### config.mk
export PLATFORM = sky130hd
export DESIGN_NAME = fetch_responder
export DESIGN_NICKNAME = d
export VERILOG_FILES = /design/src/rtl/fetch_responder.sv
export SDC_FILE = /design/constraint.sdc
export NUM_CORES = 1
export LEC_CHECK = 0
export CAP_MARGIN = 20
export CORE_MARGIN = 1.5
export CORE_UTILIZATION = 46
export CTS_BUF_LIST = sky130_fd_sc_hd__clkbuf_8 sky130_fd_sc_hd__clkbuf_16
export DETAILED_ROUTE_END_ITERATION = 10
export PLACE_DENSITY = 0.74
export REMOVE_ABC_BUFFERS = 1
export SYNTH_ARGS = -nofsm -noshare
export SYNTH_HDL_FRONTEND = slang
export SYNTH_SLANG_ARGS = --single-unit
### constraint.sdc
create_clock -name clk -period 2.13 [get_ports clk]
set_input_delay 0.426 -clock clk [delete_from_list [all_inputs] [get_ports clk]]
set_output_delay 0.426 -clock clk [all_outputs]
set_load 0.05 [all_outputs]
### src/rtl/fetch_responder.sv
// In-order instruction fetch responder: queues word addresses and reads them from Avalon-MM memory.
// Optional last-word bypass register is built when FETCH_RESPONDER_LAST_HIT_EN is defined.
module fetch_responder #(
  parameter int DEPTH_ORDER = 2
) (
  input  logic        clk,
  input  logic        rst,
  input  logic        fetch,
  input  logic [29:0] addr,
  output logic        fetched,
  output logic [31:0] fetch_data,
  output logic        mem_read,
  output logic [29:0] mem_addr,
  input  logic [31:0] mem_readdata,
  input  logic        mem_waitrequest,
  input  logic        inval,
  output logic        overflow
);

  localparam int DEPTH = 2 ** DEPTH_ORDER;
  localparam logic [DEPTH_ORDER:0] FULL = (DEPTH_ORDER + 1)'(DEPTH);
  localparam logic [DEPTH_ORDER:0] C_ONE = 1;
  localparam logic [DEPTH_ORDER:0] C_ZERO = 0;
  localparam logic [DEPTH_ORDER-1:0] P_ONE = 1;

  localparam logic [0:0] ST_IDLE = 1'b0;
  localparam logic [0:0] ST_READ = 1'b1;

  logic [0:0]             r_state;
  logic [0:0]             w_state_nxt;
  logic [29:0]            r_fifo [DEPTH];
  logic [DEPTH_ORDER-1:0] r_wptr;
  logic [DEPTH_ORDER-1:0] r_rptr;
  logic [DEPTH_ORDER:0]   r_count;
  logic [DEPTH_ORDER:0]   w_count_nxt;
  logic                   r_fetched;
  logic [31:0]            r_data;
  logic                   r_ovf;

  logic        w_head_valid;
  logic [29:0] w_head;
  logic        w_pop;
  logic        w_full;
  logic        w_req;
  logic        w_push;
  logic        w_drop;
  logic        w_hit;
  logic [31:0] w_hit_data;

  assign w_head       = r_fifo[r_rptr];
  assign w_head_valid = (r_state == ST_READ);
  assign w_pop        = w_head_valid && !mem_waitrequest;
  assign w_full       = (r_count == FULL);
  assign w_req        = fetch && !w_hit;
  // A full queue still takes a request when the head retires the same cycle
  assign w_push       = w_req && (!w_full || w_pop);
  assign w_drop       = w_req && w_full && !w_pop;

  always_comb begin
    w_count_nxt = r_count;
    if (w_push && !w_pop) begin
      w_count_nxt = r_count + C_ONE;
    end else if (w_pop && !w_push) begin
      w_count_nxt = r_count - C_ONE;
    end
  end

  always_comb begin
    w_state_nxt = r_state;
    case (r_state)
      ST_IDLE: begin
        if (w_push) begin
          w_state_nxt = ST_READ;
        end
      end
      ST_READ: begin
        if (w_pop && (w_count_nxt == C_ZERO)) begin
          w_state_nxt = ST_IDLE;
        end
      end
      default: w_state_nxt = ST_IDLE;
    endcase
  end

  always_ff @(posedge clk) begin
    if (rst) begin
      r_state   <= ST_IDLE;
      r_wptr    <= '0;
      r_rptr    <= '0;
      r_count   <= '0;
      r_fetched <= 1'b0;
      r_data    <= '0;
      r_ovf     <= 1'b0;
    end else begin
      r_state   <= w_state_nxt;
      r_count   <= w_count_nxt;
      r_fetched <= w_pop || w_hit;
      if (w_push) begin
        r_wptr <= r_wptr + P_ONE;
      end
      if (w_pop) begin
        r_rptr <= r_rptr + P_ONE;
        r_data <= mem_readdata;
      end else if (w_hit) begin
        r_data <= w_hit_data;
      end
      if (w_drop) begin
        r_ovf <= 1'b1;
      end
    end
  end

  // Entry storage needs no reset: pointers and count define validity
  always_ff @(posedge clk) begin
    if (!rst && w_push) begin
      r_fifo[r_wptr] <= addr;
    end
  end

`ifdef FETCH_RESPONDER_LAST_HIT_EN
  logic        r_lw_valid;
  logic [29:0] r_lw_addr;
  logic [31:0] r_lw_data;

  assign w_hit = fetch && (r_state == ST_IDLE) && (r_count == C_ZERO)
              && r_lw_valid && !inval && (addr == r_lw_addr);
  assign w_hit_data = r_lw_data;

  always_ff @(posedge clk) begin
    if (rst) begin
      r_lw_valid <= 1'b0;
      r_lw_addr  <= '0;
      r_lw_data  <= '0;
    end else begin
      if (w_pop) begin
        r_lw_addr <= w_head;
        r_lw_data <= mem_readdata;
      end
      if (inval) begin
        r_lw_valid <= 1'b0;
      end else if (w_pop) begin
        r_lw_valid <= 1'b1;
      end
    end
  end
`else
  logic w_unused_inval;

  assign w_hit          = 1'b0;
  assign w_hit_data     = '0;
  assign w_unused_inval = inval;
`endif

  assign fetched    = r_fetched;
  assign fetch_data = r_data;
  assign mem_read   = w_head_valid;
  assign mem_addr   = w_head_valid ? w_head : '0;
  assign overflow   = r_ovf;

endmodule

==> qor.txt, run 1 <==
outcome: finished, violations left
failing checks: setup timing
Pwr Density: 858.9 nW/um2
non-filler cells in the finished layout: 739
WL final: 12.65 mm
post-synth top area share: 57.53%
leakage dissipation: 0.003031 uW
Vias/cell: 5.072
DR vias: 3,748
setup ws final: -0.1806 ns
Layout Area Growth over Synthesis: 39.61%
GRT Residual Overflow: 0
Least-Margin Pin Slew: 0.5353 ns
Synth Area in Adders: 1.398%
ant diodes: 0
row count: 42
placer congestion estimate: 0.7065
postcts setup bufs: 0
Die X: 119.7 um
Routed Antenna Nets: 0
CP Capture Point: mem_addr[12]
die height: 119.7 um
Avg Cell Area, Syn: 15.54 um2
H-tree depth: 4
Final Setup Violations: 30
r2r setup slk: 0.23 ns
core area: 13,240 um2
fin crit share: 108.5%
Synth Area in XOR/XNOR: 0.6992%
Max Slew Vio Count: 0
simple-gate share of the synthesized area: 9.329%
initial DRC count: 274
wire per inst: 17.11 um
Cell Area, Synth: 6264 um2
I/O pins: 132
TritonCTS clock tree: done
TritonCTS buffer count: 17
arrival time worst endpoint: 1.88 ns
Hold WS: 0.4535 ns
Clock Tree Buf Depth: 2
Clk Latency, worst-skew pair: 0.41 ns
Worst Hold Class: flip-flop to flip-flop
post-synth cell types: 30
clk slew on worst S/H paths: 0.06 ns
Design Power: 7511 uW
reg2reg end: r_fifo[0][21]
PortBufs: 130
register area share after synthesis: 71.59%
Ys Warns: 0
path type of the worst setup path: flip-flop to primary output
Slew HR: 64.20%
Util after Layout: 66.03%
vias in the first global route: 3,880
number of remaining DRC errors: 0
Clock Sinks: 164
#FFs+latches synth: 164
global-route wire length before repair: 20.05 mm
largest cells by area after synthesis: edfxtp_1 58%, dfxtp_1 14%, mux4_2 11%
Register-to-Register Path Depth: 7
Critical Path RT: 1.70 ns
largest family of logic cells by synthesized area: multiplexers
final hold viol count: 0
total die area: 14,330 um2
FF-to-FF Start: r_count[0]
Root Buffer: clkbuf_16
worst-path fanout max: 5
largest net degree at the start of global routing: 45
nets@finish: 625
Fin Setup TNS: -4.713 ns
Placed Cells: 705
RSZ-0062 raised after global routing: yes
Synth Area in Compound Gates: 3.556%
max frequency: 0.4328 GHz
VDD IR max: 0.0004414 V
crit end category: primary output
post-synth top area cell: edfxtp_1
Mapped Cells: 403
hpwl dp: 8.187 mm
initial antenna violation count: 0
detailed-router iteration count before antenna repair: 4
Worst Hold Depth: 2
layout cells sized above 1: 26.29%
max capacitance violation total: 0
Worst setup SP type: flip-flop
hold buffer count at cts: 0
Final min period: 2.311 ns
post-synthesis mux area share: 11.13%
starting density of the core: 47.30%
Layout Skew: 0.005166 ns
aggregate global-route resource usage: 18.75%
cell type report:
type / instances / area [um2]
clock inverters: 14 / 100.1
repair buffers: 153 / 1775
multi-input cells: 210 / 1715
fillers: 949 / 4498
clock buffers: 17 / 425.4
inverters: 5 / 18.77
flip-flops and latches: 164 / 4489
well taps: 176 / 220.2
what timing repair did:
action                                  CTS  global route
resized for setup                        55             4
endpoints found under the setup margin   30            30
gates cloned                              1             2
placed cells by master, fill, tap and decap left out, drive strengths merged, types with 3 or more instances in the layout:
master,netlist,layout
a21oi,34,34
a31oi,3,3
and2,35,35
buf,11,52
clkbuf,13,19
clkdlybuf4s50,0,99
clkinv,0,6
dfxtp,44,44
edfxtp,120,120
ha,7,7
inv,5,10
mux4,30,30
nand2,67,67
nor2,11,11
nor3,4,4
xnor2,4,4
cells in the mapped netlist:
cell	count
mux2i_1	1
o21ai_2	1
inv_2	1
dfxtp_1	44
xor2_1	1
edfxtp_1	120
o21ai_1	1
nand2b_1	2
a31oi_1	3
nand4_1	1
and2b_1	1
mux2_1	1
nand3_1	2
nor3b_1	1
a211oi_2	1
nor3_1	4
inv_1	4
clkbuf_1	13
buf_4	1
a21o_1	1
buf_2	7
nand2_1	67
buf_6	3
and2_1	35
mux4_2	30
ha_1	7
xnor2_1	4
nor2_1	11
a21oi_1	34
nand4b_1	1
report_power, final:
| group | switching [uW] | internal [uW] | total, uW |
|---|---|---|---|
| Sequential | 58.5 | 3550 | 3610 |
| Clock | 1140 | 1570 | 2710 |
| Combinational | 625 | 567 | 1190 |
| Total | 1820 | 5690 | 7510 |
metrics by stage:
step | cell area (um2) | setup slack [ns]
after floorplan | 6138 | -1.105
final | 8745 | -0.1806
after CTS | 8686 | -0.2136
after global placement | 7965 | 0.09725
after detailed placement | 7965 | 0.07885
after global routing | 8745 | -0.2497
logic make-up (layout without fill, tap and decap cells):
logic type,count (synthesis),count (layout)
AND/OR/NAND/NOR,125,125
adder cells (fa/ha/maj),7,7
multiplexers,32,32
flip-flops,164,164
XOR/XNOR,5,5
AO/OA/AOI/OAI,41,41
buffers and inverters,29,189
critical path: stages, from the launching register on:
cell and delay (ns):
dfxtp_4 0.46, clkbuf_16 0.20, mux4_2 0.50, and2_4 0.17, buf_6 0.14
sequential cells by signal (all words and copies together) (netlist names), named ones only:
signal      flops
mem_read        1
fetch_data     32
r_fifo        120
fetched         1
r_rptr          2
r_wptr          2
r_count         3
overflow        1
routing by layer:
| layer | vias to the layer above | share of wire (%) | routed length [um] | global-route usage [%] |
|---|---|---|---|---|
| met3 | 15 | 8.3 | 1052 | 7.510 |
| met4 | 0 | 1.3 | 166 | 6.920 |
| met1 | 1811 | 43 | 5408 | 23.51 |
| met5 | - | 0 | 0 | 0 |
| li1 | 1774 | - | - | - |
| met2 | 148 | 48 | 6018 | 29.60 |
how the worst min path moves through the flow:
stage,startpoint,end,slack [ns]
final,fetch_data[29],fetch_data[29],0.45
after floorplan,r_rptr[1],flip-flop,0.48
after global placement,fetch_data[24],fetch_data[24],0.44
after CTS,fetch_data[22],fetch_data[22],0.45
after global routing,fetch_data[12],fetch_data[12],0.47
after detailed placement,fetch_data[24],fetch_data[24],0.45
Note: power is estimated with default switching activity, not from simulation.
==> inputs of run 2 (changes only) <==
--- a/config.mk
+++ b/config.mk
@@ -7,10 +7,11 @@
 export LEC_CHECK = 0
 export CAP_MARGIN = 20
 export CORE_MARGIN = 1.5
-export CORE_UTILIZATION = 46
+export CORE_UTILIZATION = 44
 export CTS_BUF_LIST = sky130_fd_sc_hd__clkbuf_8 sky130_fd_sc_hd__clkbuf_16
 export DETAILED_ROUTE_END_ITERATION = 10
-export PLACE_DENSITY = 0.74
+export HOLD_SLACK_MARGIN = 0.08
+export PLACE_DENSITY = 0.71
 export REMOVE_ABC_BUFFERS = 1
 export SYNTH_ARGS = -nofsm -noshare
 export SYNTH_HDL_FRONTEND = slang
==> run 2 against run 1 <==
Against the previous run: non-clock buffer count fell by 2; sequential power barely moved; highest routed layer unchanged; die area rose by 4.4%; critical endpoint is now mem_addr[7]; count of clock-buffer cells in the layout did not move; via count rose by 0.67%; the run still ends with setup timing left; utilization fell by 3.4 points; sequential share of layout area rose by 0.33 points; global-route usage fell by 1.1 points.
==> qor.txt, run 2 (synthesized netlist as in run 1, its figures left out) <==
max reg flops: 120
crit end category: primary output
CP max stage cell: mux4_2
row count: 43
non-filler cells in the finished layout: 741
Die X: 122.3 um
Placed Cells: 707
Final min period: 2.285 ns
VDD IR max: 0.0005597 V
Vias/cell: 5.092
DP Area: 7880 um2
setup ws final: -0.1545 ns
Fin Setup TNS: -4.076 ns
layout cells sized above 1: 26.56%
detailed-router iteration count before antenna repair: 6
min-delay src: fetch_data[20]
vias in the first global route: 3,953
Critical Path RT: 1.70 ns
core area: 13,880 um2
worst-path fanout max: 8
RSZ-0062 raised after global routing: yes
number of remaining DRC errors: 0
arrival time worst endpoint: 1.86 ns
Slew HR: 64.71%
most flop-heavy register: r_fifo
FF-to-FF Start: r_count[0]
crit-path leading delay family: multiplexers
Final Setup Violations: 30
CP peak stage delay: 0.51 ns
Clock Tree Buf Depth: 2
initial antenna violation count: 0
crit path cell chain: buf_12 > mux4_2 > and2_4 > buf_12
ant diodes: 0
GRT Residual Overflow: 0
postcts setup bufs: 0
starting density of the core: 45.12%
Clock Sinks: 164
failing checks: setup timing
Fillers: 1,051
wire per inst: 16.93 um
commonest cells after routing, fill and taps aside: 120 x edfxtp_1, 99 x clkdlybuf4s50_1, 67 x nand2_1, 42 x dfxtp_1, 34 x a21oi_1
Layout Skew: 0.007680 ns
TritonCTS buffer count: 17
nets@finish: 623
path type of the worst setup path: flip-flop to primary output
met2 usage: 29.33%
hpwl dp: 7.872 mm
GRT Max-Usage Layer: met2
grt met1 use: 20.50%
max capacitance violation total: 0
CP Buf/Inv Count: 2
Root Buffer: clkbuf_16
I/O pins: 132
fin crit share: 107.3%
PortBufs: 130
Layout Area Growth over Synthesis: 38.73%
CP dominant cell by count: buf_12
Clk Latency, worst-skew pair: 0.42 ns
aggregate global-route resource usage: 17.70%
clk slew on worst S/H paths: 0.06 ns
Pwr Density: 866.5 nW/um2
largest net degree at the start of global routing: 45
outcome: finished, violations left
WL final: 12.55 mm
global-route wire length before repair: 19.56 mm
placer congestion estimate: 0.7269
leakage dissipation: 0.002989 uW
DR vias: 3,773
Max Slew Vio Count: 0
Least-Margin Pin Slew: 0.5278 ns
initial DRC count: 306
Routed Antenna Nets: 0
total die area: 14,960 um2
Worst Hold Class: flip-flop to flip-flop
die height: 122.3 um
Final Instance Area: 8690 um2
met3 capacity usage during global routing: 7.853%
max frequency: 0.4377 GHz
Worst setup SP type: flip-flop
H-tree depth: 4
Design Power: 7530 uW
TritonCTS clock tree: done
final hold viol count: 0
commonest non-fill, non-tap cell in the layout: edfxtp_1
Util after Layout: 62.60%
-- run 2: worst reg2reg max path: stages (launching register included) --
cell	delay, ns
dfxtp_1	0.40
inv_1	0.10
ha_1	0.21
nand2_1	0.11
o21ai_2	0.07
nor2_1	0.16
and2_2	0.25
buf_12	0.19
-- run 2: routing by layer --
layer | vias to the layer above | share of wire (%)
met3 | 15 | 9.4
met4 | 0 | 1.4
li1 | 1769 | -
met5 | - | 0
met2 | 137 | 49
met1 | 1852 | 40
-- run 2: path summary, 6_finish.rpt --
| kind | endpoint | slack [ns] | depth (start not counted) |
|---|---|---|---|
| setup / recovery | mem_addr[7] | -0.15 | 4 |
| hold reg to reg | fetch_data[20] | 0.46 | 2 |
| hold / removal | fetch_data[20] | 0.46 | 2 |
| setup reg to reg | r_fifo[1][23] | 0.34 | 7 |
-- run 2: where the power goes --
part           total, uW  internal [uW]  switching (uW)
clock network       2760           1590            1170
registers           3610           3550            54.1
logic               1160            541             623
total               7530           5680            1850
-- run 2: layout make-up --
type | count | area (um2) | share of cell area (%)
Sequential cell | 164 | 4489 | 51.66
Multi-Input combinational cell | 210 | 1715 | 19.74
Timing Repair Buffer | 151 | 1702 | 19.58
Clock buffer | 17 | 425.4 | 4.896
Tap cell | 180 | 225.2 | 2.592
Clock inverter | 14 | 113.9 | 1.310
Inverter | 5 | 18.77 | 0.2160
-- run 2: metrics by stage --
step	hold WS, ns	setup WS [ns]
final	0.4553	-0.1545
after global routing	0.4708	-0.2092
after CTS	0.4549	-0.2038
after detailed placement	0.4493	0.05625
after global placement	0.4420	0.09838
after floorplan	0.4847	-1.105
-- run 2: what timing repair did --
action	CTS	global route
gates resized for setup	61	2
cloned	2	1
endpoints found under the setup margin	30	30
pin swaps	0	0
hold buffers	0	0
